--- src/rtl/counter_mod_updown.sv ---
// Modulo-MODULUS up/down counter with saturating parallel load, a Gray-coded view
// of the count, a terminal-count strobe and a sticky wrap flag.
module counter_mod_updown #(
    parameter int WIDTH   = 4,
    parameter int MODULUS = 16
) (
    input  logic             clk,
    input  logic             reset,
    input  logic             en,
    input  logic             up,
    input  logic             load,
    input  logic [WIDTH-1:0] load_val,
    input  logic             clr_ovf,
    output logic [WIDTH-1:0] count,
    output logic [WIDTH-1:0] gray,
    output logic             tc,
    output logic             ovf
);

    localparam logic [WIDTH-1:0] MAX = WIDTH'(MODULUS - 1);
    localparam logic [WIDTH-1:0] ONE = WIDTH'(1);

    logic [WIDTH-1:0] count_nxt;
    logic             ovf_nxt;

    // tc is gated by reset so it reads 0 while count is being forced to zero.
    assign tc   = ~reset & en & ~load &
                  ((up & (count == MAX)) | (~up & (count == '0)));
    assign gray = count ^ (count >> 1);

    always_comb begin
        count_nxt = count;
        if (load) begin
            // load_val <= MAX is the same as load_val < MODULUS, without a width mix.
            count_nxt = (load_val > MAX) ? MAX : load_val;
        end else if (en) begin
            if (up) begin
                count_nxt = (count == MAX) ? '0 : count + ONE;
            end else begin
                count_nxt = (count == '0) ? MAX : count - ONE;
            end
        end
    end

    always_comb begin
        ovf_nxt = ovf;
        if (tc) begin
            ovf_nxt = 1'b1;
        end else if (clr_ovf) begin
            ovf_nxt = 1'b0;
        end
    end

    always_ff @(posedge clk or posedge reset) begin
        if (reset) begin
            count <= '0;
            ovf   <= 1'b0;
        end else begin
            count <= count_nxt;
            ovf   <= ovf_nxt;
        end
    end

endmodule

--- config.mk ---
export PLATFORM = sky130hd
export DESIGN_NAME = counter_mod_updown
export DESIGN_NICKNAME = d
export VERILOG_FILES = /design/src/rtl/counter_mod_updown.sv
export SDC_FILE = /design/constraint.sdc
export NUM_CORES = 1
export LEC_CHECK = 0
export BUFFER_PORTS_ARGS = -buffer_cell sky130_fd_sc_hd__buf_2
export CAP_MARGIN = 15
export CORE_AREA = 2 2 39 41
export CTS_BUF_LIST = sky130_fd_sc_hd__clkbuf_2
export DETAILED_ROUTE_END_ITERATION = 8
export DIE_AREA = 0 0 41 43
export PLACE_DENSITY_LB_ADDON = 0.25
export SETUP_SLACK_MARGIN = 0.3
export SLEW_MARGIN = 5
export SYNTH_ARGS = -nofsm -noshare
export SYNTH_HDL_FRONTEND = slang
export SYNTH_SLANG_ARGS = --single-unit
--- constraint.sdc ---
create_clock -name clk -period 1.2 [get_ports clk]
set_input_delay 0.12 -clock clk [delete_from_list [all_inputs] [get_ports clk]]
set_output_delay 0.12 -clock clk [all_outputs]
set_load 0.05 [all_outputs]
==> Word level (Yosys, flattened, before mapping) <==
Cells that the tools add are included.
{ "classes": {"n_reduce_logical": 3, "n_eq_ne": 1, "magnitude_cmp": 1, "mux": 8, "addsub": 2, "n_bitwise": 10} }
{ "ops": {"columns": ["op", "count"], "rows": [
  ["$mux W4", 6],
  ["$and A1 B1 Y1", 5],
  ["$add A4 B1 Y4 const B", 1],
  ["$eq A4 B4 Y1 const B", 1],
  ["$gt A4 B4 Y1 const B", 1],
  ["$logic_not A4 Y1", 1],
  ["$reduce_bool A2 Y1", 2],
  ["$sub A4 B1 Y4 const B", 1],
  ["$xor A4 B3 Y4", 1],
  ["$not A1 Y1", 3],
  ["$mux W1", 2],
  ["$or A1 B1 Y1", 1]
]} }
{ "totals": {"reg_bits": 5, "elab_cells": 27} }

==> Logic depth before layout (Yosys ltp) <==
{ "logic_depth": {"depth_word": 5, "depth_mapped": 6, "depth_no_buf": 6} }

==> Worst setup path before layout <==
OpenSTA, ideal clock, no wires.
{ "synth_timing": {"kind": "register -> register", "startpoint": "register count[0]", "endpoint": "register ovf", "arrival_ns": 1.968, "stages_incl_launch_ff": 5, "synth_period_minus_slack_ns": 2.036, "setup_time_ns": 0.068, "path_slack_ns": -0.836, "cell_sequence": "dfrtp_1 > ha_1 > nand3_1 > a211oi_2 > a21o_1"} }
{ "synth_between": {"elab_chain_cells": 5} }
{ "synth_lines": {"columns": ["element", "line", "text"], "rows": [
  ["start: declaration", "14", "output logic [WIDTH-1:0] count,"],
  ["start signal: assignment", "59", "count <= count_nxt;"],
  ["$eq A4 B4 Y1 / $logic_not A4 Y1 (equally long branches)", "28", "((up & (count == MAX)) | (~up & (count == '0)));"],
  ["$and A1 B1 Y1", "28", null],
  ["$or A1 B1 Y1 (*)", "28", null],
  ["$and A1 B1 Y1 (*)", "27", "assign tc = ~reset & en & ~load &"],
  ["named net tc", "16", "output logic tc,"],
  ["$mux W1 / $reduce_bool A2 Y1 (equally long branches)", null, null],
  ["end signal: assignment", "60", "ovf <= ovf_nxt;"],
  ["end: declaration", "17", "output logic ovf"]
]} }
Mark *: on every way through the listed nets, which the timed path passes. The rest lies on a longest branch.
A chain may end at the register's enable or synchronous reset.

==> Final worst setup path <==
{ "layout_timing": {"startpoint": "register count[2]", "endpoint": "output tc"} }
{ "layout_between": {"elab_chain_cells": 4} }
{ "layout_lines": {"columns": ["element", "line"], "rows": [
  ["$eq A4 B4 Y1 / $logic_not A4 Y1 (equally long branches)", "28"],
  ["$and A1 B1 Y1", "28"],
  ["$or A1 B1 Y1 (*)", "28"],
  ["$and A1 B1 Y1 (*)", "27"],
  ["end: declaration", "16"]
]} }
Mark *: on every way between the ends. The rest lies on a longest branch, timed or not.

==> impl_metrics.yaml <==
pwr:
  ir_drop_uv: 597
  p_leak_nw: 0.417
  power_density_nw_per_um2: 1150
timing:
  finalHoldViolCount: 0
  worstMarginPinSlew_ps: 230
  fin_crit_sh_pct: 131
  clock.fmax_mhz: 635
  relSlewSlack_pct: 84.7
  slew_violations: 0
  rsz0062_at_grt: "yes"
  finalSetupViolations: 8
  tns_ps: -1170
  min_period_ps: 1570
  finClkSkew_ps: 14.0
  setup_ws_ps: -375
place:
  port_buffers: 19
  dp_hpwl_um: 971
  preCtsSetupSlack_ps: -250
  gp_congestion: 0.820
  place_inst: 99
  placed_cell_area_um2: 688
worst_setup_path:
  worstSetupPathType: "reg2out"
  cp-start-kind: "flop"
  cp.arrival_ps: 1450
  cp.required_ps: 1080
  critPathCaptureType: "output pin"
  crit_fanout: 3
clock_network:
  clockBufferDepth: 2
  cts_max_level: 1
  cts_tree: "yes"
  numCtsBuffers: 3
  worst_skew_pair.late_latency_ps: 230
  cts-root-buf: "clkbuf_2"
  path_clk_slew_ps: 70
  clock_sinks: 5
die:
  fp.dieH_um: 43
  io_pins: 20
  core_area_um2: 1380
  dieWidth_um: 41
  start_util_pct: 33.4
  dieArea_um2: 1760
  rows: 14
yosys:
  synth_top_area_cell: "dfrtp_1"
  synthTopCellsByCount: "ha_1, nand2_1, inv_1, dfrtp_1, nor2_1"
  synth_area_leaders: "dfrtp_1, ha_1, nand2_1, inv_1, xnor2_1"
  netlist_area_um2: 462
  async_flop_share_pct: 100
  synthCells: 54
  ys_seq_area_share_pct: 27.1
  yosysWarnings: 0
  synth-edff-count: 0
  synth_nets: 71
  synth_top_area_share_pct: 27.1
  synth_ff_type: "dfrtp_1"
  synth_cell_type_count: 25
  synth_seq_cells: 5
  postSynthAreaPerCell_um2: 8.55
final_layout:
  nets: 110
  area_delta_synth_final_pct: 88.6
  multiInputGateArea_um2: 345
  fill_cells: 121
  final_cells: 108
  regArea_um2: 130
  drive_gt1_share_pct: 63.0
  final_util_pct: 62.9
  final_area_um2: 871
  diodes: 0
worst_hold_path:
  min_path_type: "in2reg"
global_routing:
  grt-ovfl-total: 0
  grt_pass1_wl_mm: 2.06
  antenna_found_initial: 0
  grt_start_max_net_pins: 9
  grt_usage_pct: 17.5
  grt_pass1_vias: 492
detailed_routing:
  vias: 508
  drc: 0
  antenna_left: 0
  wl_per_cell_um: 12.1
  vias_per_cell: 4.70
  dr.first_iter.drc_count: 10
  first_pass_iters: 4
  wl_mm: 1.31
flow_run:
  drv_cap: 0
outcome:
  violations: "negative setup slack"
  status: "finished, violations left"
[power by group]
part	switching, mW	internal, mW	total [mW]
combinational	0.329	0.295	0.624
clock	0.0802	0.0885	0.169
sequential	0.0195	0.188	0.208
[area by class of cell]
cell class | count | area share [%]
Multi-Input combinational cell | 40 | 39.7
Timing Repair Buffer | 37 | 38.2
Sequential cell | 5 | 14.9
Inverter | 6 | 2.59
Clock buffer | 4 | 2.30
Tap cell | 16 | 2.30
[path summary, 6_finish.rpt]
check	from	to	slack [ps]	cells after the start
worst min-delay path	load_val[2]	count[2]	100	3
min in group asynchronous	reset	ovf	380	3
worst max register to register	count[2]	count[3]	-280	7
max in group asynchronous	reset	count[1]	600	3
worst max-delay path	count[2]	tc	-370	5
worst min register to register	ovf	ovf	500	1
[flip-flops by register name (all words and copies together) (netlist names)]
register / count
count: 4
ovf: 1
[what timing repair did]
item	CTS	global route
setup buffers	4	0
setup endpoints to repair	15	15
resized for setup	33	2
hold endpoints to repair	5	0
hold buffers	1	0
pin swaps	3	4
[through the flow]
stage	total power [mW]	hold slack (ps)
final	1.00	95.2
after floorplan	0.571	-102
after detailed placement	0.674	77.9
after CTS	0.998	98.4
after global placement	0.672	74.1
after global routing	1.06	113
[cell families after synthesis]
| logic type | Yosys count | synth area share [%] |
|---|---|---|
| AND/OR/NAND/NOR | 16 | 15.7 |
| AO/OA/AOI/OAI | 15 | 24.4 |
| buffers and inverters | 9 | 10.0 |
| adder cells (fa/ha/maj) | 7 | 19.0 |
| flip-flops | 5 | 27.1 |
| XOR/XNOR | 2 | 3.79 |
[cell usage in the layout (no fill, tap or decap), types with 3 or more instances in the layout]
cell	n
inv_2	4
buf_2	9
buf_4	14
dfrtp_2	4
buf_6	6
nor2_1	3
ha_4	3
clkbuf_2	4
buf_8	7
o21ai_1	3
nand2_1	7
[per-layer routing]
metal  global-route usage (%)  part of all wire (%)  up-vias
met5                        0                     0        -
met4                     6.00                  0.77        0
met3                     5.24                   5.7        2
met2                     26.9                    51       17
met1                     22.3                    43      230
li1                         -                     -      259
[worst max-delay path: stages, from the launching register on]
cell and delay (ps):
dfrtp_2 430, inv_2 80, ha_4 130, nand3b_1 130, a211oi_4 260, buf_6 190
(Power assumes the default switching activity.)
